**config.mk**
```make
export PLATFORM = sky130hd
export DESIGN_NAME = seq_chunk_adder
export DESIGN_NICKNAME = d
export VERILOG_FILES = /design/src/rtl/seq_chunk_adder.sv
export SDC_FILE = /design/constraint.sdc
export NUM_CORES = 1
export LEC_CHECK = 0
export CORE_MARGIN = 2
export CORE_UTILIZATION = 50
export CTS_BUF_LIST = sky130_fd_sc_hd__clkbuf_16
export DETAILED_ROUTE_END_ITERATION = 8
export GPL_TIMING_DRIVEN = 0
export HOLD_SLACK_MARGIN = 0.06
export PLACE_DENSITY = 0.8
export SLEW_MARGIN = 25
export SYNTH_ARGS = -nofsm -noshare
export SYNTH_HDL_FRONTEND = slang
export SYNTH_SLANG_ARGS = --single-unit
```
**constraint.sdc**
```tcl
create_clock -name clk -period 2.5 [get_ports clk]
set_input_delay 0.5 -clock clk [delete_from_list [all_inputs] [get_ports clk]]
set_output_delay 0.5 -clock clk [all_outputs]
set_load 0.01 [all_outputs]
```
**src/rtl/seq_chunk_adder.sv**
```systemverilog
// seq_chunk_adder: multi-cycle add/subtract unit, CHUNK bits per clock with a registered inter-chunk carry.
// Optional feature: define SEQ_ADDER_SAT_EN for signed saturation of the result on overflow.
module seq_chunk_adder #(
    parameter int WIDTH = 10,
    parameter int CHUNK = 2
) (
    input  logic             clk,
    input  logic             rst,
    input  logic             in_valid,
    output logic             in_ready,
    input  logic [WIDTH-1:0] A,
    input  logic [WIDTH-1:0] B,
    input  logic             sub,
    output logic             out_valid,
    input  logic             out_ready,
    output logic [WIDTH-1:0] sum,
    output logic             co,
    output logic             ovf
);
    localparam int NCHUNK = WIDTH / CHUNK;
    localparam int CNT_W  = (NCHUNK > 1) ? $clog2(NCHUNK) : 1;
    localparam logic [CNT_W-1:0] LAST = CNT_W'(NCHUNK - 1);

    typedef enum logic [1:0] {
        IDLE = 2'd0,
        RUN  = 2'd1,
        DONE = 2'd2
    } state_t;

    state_t                 state;
    logic [WIDTH-1:0]       opa;
    logic [WIDTH-1:0]       opb;
    logic [WIDTH-1:0]       acc;
    logic                   carry;
    logic [CNT_W-1:0]       cnt;

    logic                   accept;
    logic [CHUNK:0]         csum;
    logic                   cout;
    logic                   cin_msb;
    logic [WIDTH+CHUNK-1:0] acc_cat;
    logic [WIDTH-1:0]       acc_next;
    logic [WIDTH-1:0]       final_sum;

    assign in_ready = (state == IDLE) && !rst;
    assign accept   = in_valid && in_ready;

    // One chunk of the ripple per clock; the carry into the chunk MSB is recovered from the sum bit.
    assign csum     = {1'b0, opa[CHUNK-1:0]} + {1'b0, opb[CHUNK-1:0]} + {{CHUNK{1'b0}}, carry};
    assign cout     = csum[CHUNK];
    assign cin_msb  = opa[CHUNK-1] ^ opb[CHUNK-1] ^ csum[CHUNK-1];
    assign acc_cat  = {csum[CHUNK-1:0], acc};
    assign acc_next = acc_cat[WIDTH+CHUNK-1:CHUNK];

`ifdef SEQ_ADDER_SAT_EN
    logic a_msb;

    function automatic logic [WIDTH-1:0] saturate(input logic [WIDTH-1:0] wrapped,
                                                  input logic overflow, input logic neg);
        if (!overflow)
            return wrapped;
        return neg ? {1'b1, {(WIDTH-1){1'b0}}} : {1'b0, {(WIDTH-1){1'b1}}};
    endfunction

    always_ff @(posedge clk) begin
        if (accept)
            a_msb <= A[WIDTH-1];
    end

    assign final_sum = saturate(acc_next, cin_msb ^ cout, a_msb);
`else
    assign final_sum = acc_next;
`endif

    always_ff @(posedge clk) begin
        if (rst) begin
            state     <= IDLE;
            out_valid <= 1'b0;
            sum       <= '0;
            co        <= 1'b0;
            ovf       <= 1'b0;
            cnt       <= '0;
            carry     <= 1'b0;
        end else begin
            case (state)
                IDLE: begin
                    if (accept) begin
                        carry <= sub;
                        cnt   <= '0;
                        state <= RUN;
                    end
                end
                RUN: begin
                    carry <= cout;
                    cnt   <= cnt + 1'b1;
                    if (cnt == LAST) begin
                        sum       <= final_sum;
                        co        <= cout;
                        ovf       <= cin_msb ^ cout;
                        out_valid <= 1'b1;
                        state     <= DONE;
                    end
                end
                DONE: begin
                    if (out_ready) begin
                        out_valid <= 1'b0;
                        state     <= IDLE;
                    end
                end
                default: begin
                    out_valid <= 1'b0;
                    state     <= IDLE;
                end
            endcase
        end
    end

    // Operand shift registers and accumulator carry no reset; they are fully reloaded on accept.
    always_ff @(posedge clk) begin
        if (accept) begin
            opa <= A;
            opb <= B ^ {WIDTH{sub}};
        end else if (state == RUN) begin
            opa <= opa >> CHUNK;
            opb <= opb >> CHUNK;
            acc <= acc_next;
        end
    end

endmodule

```
Yosys cells after proc, flatten, opt, wreduce, memory -nomap -nowiden
Index checks and enable logic that the tools add are counted.
- logic and storage cells: 51
- RAM bits: 0
- memories kept: 0
- bits in read-only memories: 0
- output and inout port bits: 14
- input bits: 25
- bits in latches: 0
- register bits after elaboration: 49
- mux-type cells: 15
- add/sub/neg operators: 3
- shift-type cells: 0
- reduce and logical (&&, ||, !) cells: 11
- order comparisons: 0
- equality and inequality tests: 6
- divide/modulo/power cells: 0
- bitwise gates (word level): 6
- $mul: 0
- operator list (cell ; number):
    2-to-1 mux 10 bit ; 4
    bitwise XOR 10 bit ; 1
    2-to-1 mux 2 bit ; 3
    != test 2 bit, second input constant ; 3
    one-hot mux 2 bit (3 select lines) ; 1
    one-hot mux 3 bit (2 select lines) ; 1
    AND reduction 2 bit ; 3
    AND reduction 3 bit ; 2
    nonzero test 2 bit ; 2
    adder 2 x 2 -> 3 bit ; 1
    adder 3 x 1 -> 3 bit ; 1
    adder 3 x 1 -> 3 bit, second input constant ; 1
    == test 3 bit, second input constant ; 1
    2-to-1 mux 1 bit ; 3
    2-to-1 mux 3 bit ; 1
    one-hot mux 1 bit (3 select lines) ; 1
    bitwise XOR 1 bit ; 3
    == test 2 x 1 -> 1 bit, second input constant ; 1
    == test 2 bit, second input constant ; 1
    logical AND 1 bit ; 2
    zero test 2 bit ; 1
    inverter 1 bit ; 2
    one-hot mux 1 bit (2 select lines) ; 1
    zero test 1 bit ; 1

Logic depth before layout (Yosys ltp)
- depth in word-level cells: 5
- gate-level depth with buffers: 7
- gate-level depth less buffers: 6

Least setup slack after synthesis
No wires, ideal clock.
- path type: input to register
- start: input rst
- end: register opa[0] (enable)
- data required time: 2.122 ns
- setup time: 0.378 ns
- buffers on the path: 1
- setup slack: 0.524 ns
- data arrival time: 1.599 ns
- cell stages on the path: 3
- path through: or4b_4 -> buf_6 -> nand2_1
- cells in the longest elaborated chain, start to end: 4
- RTL lines (what ; RTL line ; source):
    from (decl) ; 8 ; input logic rst,
    zero test 1 bit ; 45 ; assign in_ready = (state == IDLE) && !rst;
    logical AND 1 bit ; 45 ;
    logical AND 1 bit ; 46 ; assign accept = in_valid && in_ready;
    nonzero test 2 bit (no source line) ; -- ;
    to (signal assigned) ; 124 ; opa <= opa >> CHUNK;
    to (decl) ; 31 ; logic [WIDTH-1:0] opa;
Every way passes these cells.
A chain may end at the register's enable or synchronous reset.

Final worst setup path
- start: input rst
- end: output in_ready
- cells in the longest elaborated chain, start to end: 2
- RTL lines (what ; RTL line ; source):
    zero test 1 bit ; 45 ;
    logical AND 1 bit ; 45 ;
    to (decl) ; 10 ; output logic in_ready,
Every way passes these cells.

==> run summary <==
### Logic synthesis
* number of synthesized flops with an enable pin: 28
* cell with the most instances after synthesis: sky130_fd_sc_hd__nand2_1
* Synth Area per Inst: 10.7 um^2
* area share of the largest cell type after synthesis: 41.6%
* post-synthesis cell count: 188
* commonest cells in the synthesized netlist: sky130_fd_sc_hd__nand2_1, sky130_fd_sc_hd__edfxtp_1, sky130_fd_sc_hd__dfxtp_1
* Warnings, synthesis: 0
* ys async rst share: 0%
* Synth cell types: 30
* Seq/Total Area, Yosys: 60.5%
* Synth area leader: sky130_fd_sc_hd__edfxtp_1
* Most used DFF post-synth: sky130_fd_sc_hd__edfxtp_1
* Area contributors post-synth: sky130_fd_sc_hd__edfxtp_1, sky130_fd_sc_hd__dfxtp_1, sky130_fd_sc_hd__nand2_1
* netlist area before placement: 2020 um^2
* net count of the mapped netlist: 218
* Synth Register Bits: 47

### Critical path
* crit-path cells: clkdlybuf4s50_1 -> buf_2 -> nor3_1 -> clkdlybuf4s50_1
* CP Buf/Inv Count: 3
* type of element launching the critical path: input pin
* Critical Path Slowest Stage Cell: sky130_fd_sc_hd__clkdlybuf4s50_1
* sort of element at the end of the critical path: output pin
* Data arrival, critical path: 1.92 ns
* Setup CP Type: input pin to output pin
* highest fanout seen on the critical path: 10
* max incr delay on CP: 0.55 ns
* critical path's top delay family: buffers and inverters
* required time of the worst setup path: 2.00 ns
* CP most frequent cell: sky130_fd_sc_hd__clkdlybuf4s50_1

### Detailed routing
* first-pass iteration count of the detailed router: 4
* remaining routing DRC violations: 0
* number of vias per cell after detailed routing: 4.87
* antenna-violating nets left: 0
* violation count after the first detailed-route iteration: 76
* average wire length per cell after detail routing: 12.0 um
* total wire length after detailed routing: 3.41 mm
* vias after detailed routing: 1,382

### STA
* setup repair after global routing missed its margin: false
* time the final worst path needs with I/O delays and setup: 2.42 ns
* final worst path period share: 96.8%
* achievable clock frequency: 0.413 GHz
* Setup-failing EPs final: 0
* max-slew violation total from the final report: 0
* Slew headroom: 50.6%
* Final Hold Violating Endpoints: 0
* slew at the pin with the worst max-slew slack: 0.730 ns
* Final Skew: 0.00423 ns

### Floorplanning
* std cell rows: 23
* Initial Utilization: 51.2%
* placeable core region: 3940 um^2
* die height: 67.6 um
* horizontal die dimension: 67.6 um
* die outline area: 4560 um^2
* number of primary I/O pins: 39

### Final layout
* final instance count without filler cells: 284
* share of post-route cells with drive strength above 1: 8.12%
* net count of the finished layout: 263
* Layout Utilization: 67.1%
* relative area change from synthesis to final layout: 31.0%
* count of fill cells added during filler insertion: 309
* Antenna Cells: 0

### Clock tree
* number of CTS-inserted buffers: 5
* post-CTS setup repair buffer count: 0
* Clock Latency Late Sink: 0.28 ns
* TritonCTS sink count: 47
* number of buffers on the longest clock path: 2
* total number of H-tree levels: 2
* TritonCTS clock tree: done
* clock root buffer: sky130_fd_sc_hd__clkbuf_16
* clock transition at the register clock pins on the worst setup and hold paths after CTS: 0.06 ns

### Global route
* overall routing resource usage: 17.5%
* total grt overflow: 0
* pin count of the biggest net entering global routing: 22
* number of antenna violations at the first check in global routing: 0
* vias in the first global route: 1,352
* global-route wire length before repair: 5.84 mm

### Power and ir drop
* leakage power: 1.00 nW
* total power of the final layout: 1.88 mW
* power density over the cells: 709 nW/um^2
* Max VDD drop: 421 uV

### Job
* total of max-cap violations: 0

### Placement
* port bufs: 38
* Detail Placement HPWL: 2.49 mm
* number of placed cells counting well taps: 276
* RePlAce Congestion: 0.803

### Outcome
* status: completed

### Worst hold path
* path category of the worst min-delay check: flip-flop to flip-flop

==> layout make-up <==
type | instances | area [um^2] | share of cell area [%]
sequential | 47 | 1220 | 46.2
multi-input combinational | 120 | 688 | 26.0
timing repair buffer | 38 | 380 | 14.4
clock buffer | 7 | 175 | 6.62
buffer | 11 | 76.3 | 2.89
tap | 50 | 62.6 | 2.37
inverter | 10 | 37.5 | 1.42
clock inverter | 1 | 3.75 | 0.142
==> routing by layer <==
layer	vias to the layer above	routed length [um]	track usage [%]
met5	-	0	0
met4	0	77	5.87
met3	7	164	6.00
met2	38	1630	29.2
met1	620	1540	21.1
li1	717	-	-
==> placed cells by master (no fill, tap or decap), types with 2 or more instances in the layout <==
| cell | synthesis | layout |
|---|---|---|
| sky130_fd_sc_hd__inv_1 | 10 | 11 |
| sky130_fd_sc_hd__o21ai_1 | 6 | 6 |
| sky130_fd_sc_hd__clkbuf_16 | 0 | 7 |
| sky130_fd_sc_hd__nor2_1 | 9 | 9 |
| sky130_fd_sc_hd__a21oi_1 | 10 | 10 |
| sky130_fd_sc_hd__dfxtp_1 | 19 | 19 |
| sky130_fd_sc_hd__o31ai_1 | 2 | 2 |
| sky130_fd_sc_hd__clkdlybuf4s50_1 | 0 | 38 |
| sky130_fd_sc_hd__a211oi_1 | 3 | 3 |
| sky130_fd_sc_hd__o21ai_2 | 2 | 2 |
| sky130_fd_sc_hd__xnor2_1 | 11 | 11 |
| sky130_fd_sc_hd__buf_2 | 3 | 4 |
| sky130_fd_sc_hd__nor3_1 | 5 | 5 |
| sky130_fd_sc_hd__clkbuf_1 | 4 | 3 |
| sky130_fd_sc_hd__buf_6 | 4 | 4 |
| sky130_fd_sc_hd__and2_1 | 2 | 2 |
| sky130_fd_sc_hd__edfxtp_1 | 28 | 28 |
| sky130_fd_sc_hd__ha_1 | 3 | 3 |
| sky130_fd_sc_hd__fa_1 | 2 | 2 |
| sky130_fd_sc_hd__nand2_1 | 50 | 49 |
| sky130_fd_sc_hd__xor2_1 | 2 | 2 |
| sky130_fd_sc_hd__nand3b_1 | 2 | 2 |
| sky130_fd_sc_hd__nand3_1 | 2 | 2 |
==> stage by stage <==
stage,setup TNS [ns],worst slack [ns],instance area [um^2],hold slack (ns)
5_1_grt,0,0.00317,2650,0.457
2_1_floorplan,0,0.524,2020,0.426
3_3_place_gp,-4.39,-0.213,2460,0.431
3_5_place_dp,-5.00,-0.241,2460,0.432
6_report,0,0.0806,2650,0.453
4_1_cts,0,0.0431,2640,0.448
==> kinds of logic (layout without fill, tap and decap cells) <==
group                    Yosys count  count (layout)  synth area share, %
AO/OA/AOI/OAI                     25              25                 7.43
XOR/XNOR                          13              13                 5.64
adder cells (fa/ha/maj)            5               5                 3.84
buffers and inverters             21              67                 5.58
flip-flops                        47              47                 60.5
AND/OR/NAND/NOR                   77              77                 17.0
==> sequential cells by signal, summed over array words and instances, names as in the netlist <==
name,cells
opa,10
co,1
sum,10
opb,10
cnt,3
acc,8
carry,1
ovf,1
out_valid,1
state,2
==> report_power, final <==
part | internal (mW) | leakage [nW] | total, mW | switching (mW)
registers | 0.890 | 0.428 | 0.909 | 0.0189
logic | 0.103 | 0.483 | 0.209 | 0.105
clock network | 0.488 | 0.0916 | 0.758 | 0.270
==> final timing paths <==
| kind | start | to | slack (ns) | depth (start not counted) |
|---|---|---|---|---|
| worst max-delay path | rst | in_ready | 0.08 | 4 |
| worst min-delay path | acc[8] | acc[6] | 0.45 | 0 |
| worst max register to register | opa[0] | ovf | 0.60 | 6 |
| worst min register to register | acc[8] | acc[6] | 0.45 | 0 |
==> what timing repair did <==
item                                    4_1_cts  5_1_grt
hold buffers                                  0        0
endpoints found under the hold margin         0        0
cloned                                        0        0
pin swaps                                     0        0
endpoints found under the setup margin        1       21
gates resized for setup                       1        2
(Power assumes the default switching activity.)
